`config.mk`:
```
export PLATFORM = sky130hd
export DESIGN_NAME = seg7_disp_arbiter
export DESIGN_NICKNAME = d
export VERILOG_FILES = /design/src/rtl/seg7_disp_arbiter.sv
export SDC_FILE = /design/constraint.sdc
export NUM_CORES = 1
export LEC_CHECK = 0
export ABC_AREA = 1
export CAP_MARGIN = 25
export CORE_AREA = 10 10 107 109
export CTS_CLUSTER_SIZE = 40
export DETAILED_ROUTE_END_ITERATION = 12
export DIE_AREA = 0 0 117 119
export SLEW_MARGIN = 20
export SYNTH_ARGS = -nofsm -noshare
export SYNTH_HDL_FRONTEND = slang
export SYNTH_SLANG_ARGS = --single-unit
```
`constraint.sdc`:
```
create_clock -name clk -period 4.35 [get_ports clk]
set_clock_uncertainty 0.05 [all_clocks]
set_input_delay 0.87 -clock clk [delete_from_list [all_inputs] [get_ports clk]]
set_output_delay 0.87 -clock clk [all_outputs]
set_load 0.02 [all_outputs]
```
`src/rtl/seg7_disp_arbiter.sv`:
```
// Display scheduler for the 4-digit 7-seg scanner: generates the scan tick and
// picks live value A or held message B for the digits, switching only at frame boundaries.
module seg7_disp_arbiter #(
    parameter int PRESCALE   = 12500,
    parameter int HOLD_TICKS = 2000
) (
    input  logic        clk,
    input  logic        rst_n,
    input  logic        a_valid,
    input  logic [15:0] a_data,
    input  logic        b_req,
    input  logic [15:0] b_data,
    output logic        b_ack,
    output logic        scan_en,
    output logic [3:0]  dig0,
    output logic [3:0]  dig1,
    output logic [3:0]  dig2,
    output logic [3:0]  dig3,
    output logic        src,
    output logic        hold_active
);

    localparam int PW = (PRESCALE > 1) ? $clog2(PRESCALE) : 1;
    localparam int HW = (HOLD_TICKS > 1) ? $clog2(HOLD_TICKS) : 1;
    localparam logic [PW-1:0] P_LAST = PW'(PRESCALE - 1);
    localparam logic [HW-1:0] H_LOAD = HW'(HOLD_TICKS - 1);

    typedef enum logic {SHOW_A = 1'b0, SHOW_B = 1'b1} state_t;

    state_t            state, state_nxt;
    logic [PW-1:0]     pcnt, pcnt_nxt;
    logic [2:0]        phase;
    logic [HW-1:0]     hold_cnt;
    logic [15:0]       a_shadow;
    logic [15:0]       b_reg;
    logic [3:0][3:0]   digits;
    logic              frame_bnd;
    logic              accept;
    logic              expire;

    // scan_en is registered from the next prescaler value so it is low in reset
    // and lands in the cycle where pcnt == PRESCALE-1.
    always_comb pcnt_nxt = (pcnt == P_LAST) ? '0 : pcnt + PW'(1);

    always_ff @(posedge clk or negedge rst_n) begin
        if (!rst_n) begin
            pcnt    <= '0;
            scan_en <= 1'b0;
        end else begin
            pcnt    <= pcnt_nxt;
            scan_en <= (pcnt_nxt == P_LAST);
        end
    end

    always_ff @(posedge clk or negedge rst_n) begin
        if (!rst_n)       phase <= '0;
        else if (scan_en) phase <= phase + 3'd1;
    end

    assign frame_bnd = scan_en && (phase == 3'd7);

    // b_ack gating makes the cycle after an ack non-accepting.
    assign accept = b_req && !b_ack;
    assign expire = (state == SHOW_B) && scan_en && (hold_cnt == '0);

    always_ff @(posedge clk or negedge rst_n) begin
        if (!rst_n) begin
            b_ack <= 1'b0;
            b_reg <= '0;
        end else begin
            b_ack <= accept;
            if (accept) b_reg <= b_data;
        end
    end

    always_ff @(posedge clk or negedge rst_n) begin
        if (!rst_n)       a_shadow <= '0;
        else if (a_valid) a_shadow <= a_data;
    end

    always_ff @(posedge clk or negedge rst_n) begin
        if (!rst_n)
            hold_cnt <= '0;
        else if (accept)
            hold_cnt <= H_LOAD;
        else if ((state == SHOW_B) && scan_en && (hold_cnt != '0))
            hold_cnt <= hold_cnt - HW'(1);
    end

    always_ff @(posedge clk or negedge rst_n) begin
        if (!rst_n) state <= SHOW_A;
        else        state <= state_nxt;
    end

    // A fresh accept overrides a same-cycle expiry.
    always_comb begin
        state_nxt = state;
        if (accept)      state_nxt = SHOW_B;
        else if (expire) state_nxt = SHOW_A;
    end

    always_comb begin
        hold_active = (state == SHOW_B);
    end

    always_ff @(posedge clk or negedge rst_n) begin
        if (!rst_n) begin
            digits <= '0;
            src    <= 1'b0;
        end else if (frame_bnd) begin
            digits <= (state == SHOW_B) ? b_reg : a_shadow;
            src    <= (state == SHOW_B);
        end
    end

    assign dig0 = digits[0];
    assign dig1 = digits[1];
    assign dig2 = digits[2];
    assign dig3 = digits[3];

endmodule

```
Word-level counts from Yosys, hierarchy flattened
Cells that the tools add are included.

Register bits: 80. Latch bits: 0. Bits in writable memories: 0. Memory bits (read-only): 0. Output and inout bits: 20. Logic and storage cells: 35. Memories kept: 0.

Add/subtract/negate cells: 3. Multipliers: 0. Div/mod/pow operators: 0. $lt $le $gt $ge: 0. Eq/ne operators: 3. Shift-type cells: 0. Mux-type cells: 6. Bitwise logic cells: 0. Reduce and logical (&&, ||, !) cells: 10.

Operator list (count): == test 14 bit, second input constant (2); two-way mux 11 bit (2); two-way mux 16 bit (1); adder 14 x 1 -> 14 bit, second input constant (1); two-way mux 14 bit (1); zero test 11 bit (1); nonzero test 11 bit (1); subtractor 11 x 1 -> 11 bit, second input constant (1); logical AND 1 bit (5); nonzero test 2 bit (2); adder 3 x 1 -> 3 bit, second input constant (1); == test 3 bit, second input constant (1); two-way mux 1 bit (2); zero test 1 bit (1).

Logic depth before layout (Yosys ltp)
Word-level depth: 4. Mapped depth: 10. Depth with buffers taken out: 10.

Worst setup path before layout
No wires, ideal clock.

Path kind: input to register. From: input a_valid. To: register a_shadow[10]. Library setup time: 0.125 ns. Data arrival time: 1.694 ns. Slack: 2.481 ns. Cell stages on the path: 3. Buffers on the path: 2. Cells stage by stage: clkbuf_1 -> buf_2 -> mux2_2.

RTL lines: from (decl) (RTL line 9) `input logic a_valid,`; to (signal assigned) (RTL line 78) `else if (a_valid) a_shadow <= a_data;`; to (decl) (RTL line 34) `logic [15:0] a_shadow;`.

No word-level cell between the ends.

Final worst setup path
From: register state (netlist: hold_active). To: output hold_active.

RTL lines: from (decl) (RTL line 30) `state_t state, state_nxt;`; from (signal assigned) (RTL line 92) `else state <= state_nxt;`; to (decl) (RTL line 20) `output logic hold_active`.

No word-level cell between the ends.

==> impl_metrics.toml <==
[clocking]
cts_tree = "built"
clkTransAtPathRegs_ps = 90
ctsResizeCount = 0
cts_sinks = 80
post_cts_buffers = 0
htree_levels = 3
cts_hold_buf = 0
clk-insertion-delay-late_ps = 360
cts_buffer_depth = 2
cts_buffers = 9
cts-root-buf = "clkbuf_8"

[run_status]
outcome = "finished, final reports clean"

[timing]
fin_ws_ps = 1590
fin_tns_setup_ps = 0
min_period_ps = 2760
setup_viol = 0
whs_ps = 426
max_freq_ghz = 0.362
finalMaxSlewViolations = 0
max_slew_margin_pct = 49.1
tightest_slew_ps = 761
rsz0062_at_grt = "false"
fin_crit_sh_pct = 63.5
hold_viol_final = 0

[setup_path]
crit_arrival_ps = 1840
crit_family = "flip-flops"
crit_path_cell_trace = "clkdlybuf4s50_1"
critPathCaptureType = "primary output"
crit_path_start_kind = "flop"
crit_required_ps = 3430
worst_path_max_delay_cell = "dfrtp_1"
crit_type = "flop to primary output"
slowest_delay_ps = 760
path_buf_inv = 1
worstPathMaxFanout = 20

[floorplan]
start_util_pct = 38.2
die-area_sq_mm = 0.0139
pin_count = 56
rows = 36
die_h_um = 119
core-area_sq_mm = 0.00946
fp.dieW_um = 117

[logic_synthesis]
synth_cell_types = 24
synth-seq-cells = 80
synth_ff_type = "dfrtp_1"
synth_seq_area_share_pct = 55.3
syn_area_sq_mm = 0.00362
yosys_warnings = 0
netlist_instances = 416
synth_nets = 457
avgSynthCellArea_sq_um = 8.70
synth-async-reset-ratio_pct = 100
synth_edf_count = 0

[place]
place_inst = 574
pre_cts_ws_ps = 1690
port_buffers = 55
gp_congestion = 0.851
dp_hpwl_mm = 5.94
dpl_cell_area_sq_mm = 0.00427

[grt]
track_usage_pct = 12.3
grt_pass1_vias = 2871
grt.overflow.total = 0
grt_max_degree = 81
antenna_found_initial = 0
grt_first_pass_wirelength_mm = 13.9

[drt]
ant_nets = 0
via_per_inst = 4.84
drcViolationCount = 0
drt_first_pass_iters = 4
vias = 2857
drtIter0Drc = 135
routed_wl_mm = 8.16
routedWlPerCell_um = 13.8

[layout]
nets = 512
drive_above_1_share_pct = 9.66
antenna_cells = 0
final_cell_mix = "nand2_1, dfrtp_1, clkdlybuf4s50_1"
final_cell_area_sq_mm = 0.00445
area_delta_synth_final_pct = 23.0
final_common_cell = "nand2_1"
fin_cells = 590
nFillCells = 933
post-route-util_pct = 47.0

[flow_run]
cap_violations = 0

[power]
p_leak_nw = 2.10
power.total_mw = 1.42
ir_worst_vdd_mv = 0.130
power.density_mw_per_mm2 = 318

[hold_path]
hold_path.class = "flop to flop"
## layout make-up
type	instances	area, sq um	area share [%]
Clock inverter	7	55.1	1.24
Tap cell	114	143	3.21
Inverter	32	120	2.70
Sequential cell	80	2000	45.0
Clock buffer	9	124	2.78
Timing Repair Buffer	56	559	12.6
Multi-Input combinational cell	292	1450	32.5
## worst reg2reg max path: cells and delay by family (launching register included)
kind	cells	cell delay, ps
buffers and inverters	1	470
adder cells (fa/ha/maj)	2	390
AO/OA/AOI/OAI	1	60
AND/OR/NAND/NOR	2	730
flip-flops	1	410
## synthesized netlist by cell type (5+ instances only)
master | instances | share of area [%]
nand2_1 | 118 | 12
nor2_2 | 6 | 1.0
nor2_1 | 51 | 5.3
inv_1 | 30 | 3.1
mux2_2 | 16 | 5.0
dfrtp_1 | 80 | 55
nand3_1 | 18 | 2.5
nand4_1 | 5 | 0.86
clkbuf_1 | 8 | 0.83
a21oi_1 | 41 | 5.7
ha_1 | 5 | 1.7
o21ai_0 | 14 | 1.9
nor3_1 | 5 | 0.69
## logic make-up (layout without fill, tap and decap cells)
group                      after synthesis  count (layout)  synth area share [%]
and+or+nand+nor                        210             210                  24.3
buffers and inverters                   44             104                  4.77
xor gates and xnor gates                 4               4                 0.969
AOI/OAI and AO/OA                       57              57                  7.89
adders and majority gates                5               5                  1.73
muxes                                   16              16                  4.98
DFF                                     80              80                  55.3
## report_power, final
group | switching [mW] | internal [mW] | leakage [nW] | total (mW)
Clock | 0.288 | 0.212 | 0.0862 | 0.499
Combinational | 0.0551 | 0.0579 | 1.03 | 0.113
Sequential | 0.0222 | 0.781 | 0.992 | 0.803
Total | 0.365 | 1.05 | 2.10 | 1.42
## per-layer routing
layer | vias to the layer above | track usage, % | wire length [um]
li1 | 1454 | - | -
met1 | 1339 | 15.5 | 3800
met2 | 58 | 19.4 | 3810
met3 | 6 | 4.32 | 480
met4 | 0 | 3.48 | 78
met5 | - | 0 | 0
## final timing paths
check,start,to,slack (ps),depth (start not counted)
min,b_reg[10],b_reg[10],430,2
min reg2reg,b_reg[10],b_reg[10],430,2
min in group asynchronous,rst_n,a_shadow[9],480,1
max in group asynchronous,rst_n,pcnt[3],3270,1
max reg2reg,phase[0],dig3[2],2150,6
max,hold_active,hold_active,1590,1
Note: power is estimated with default switching activity, not from simulation.
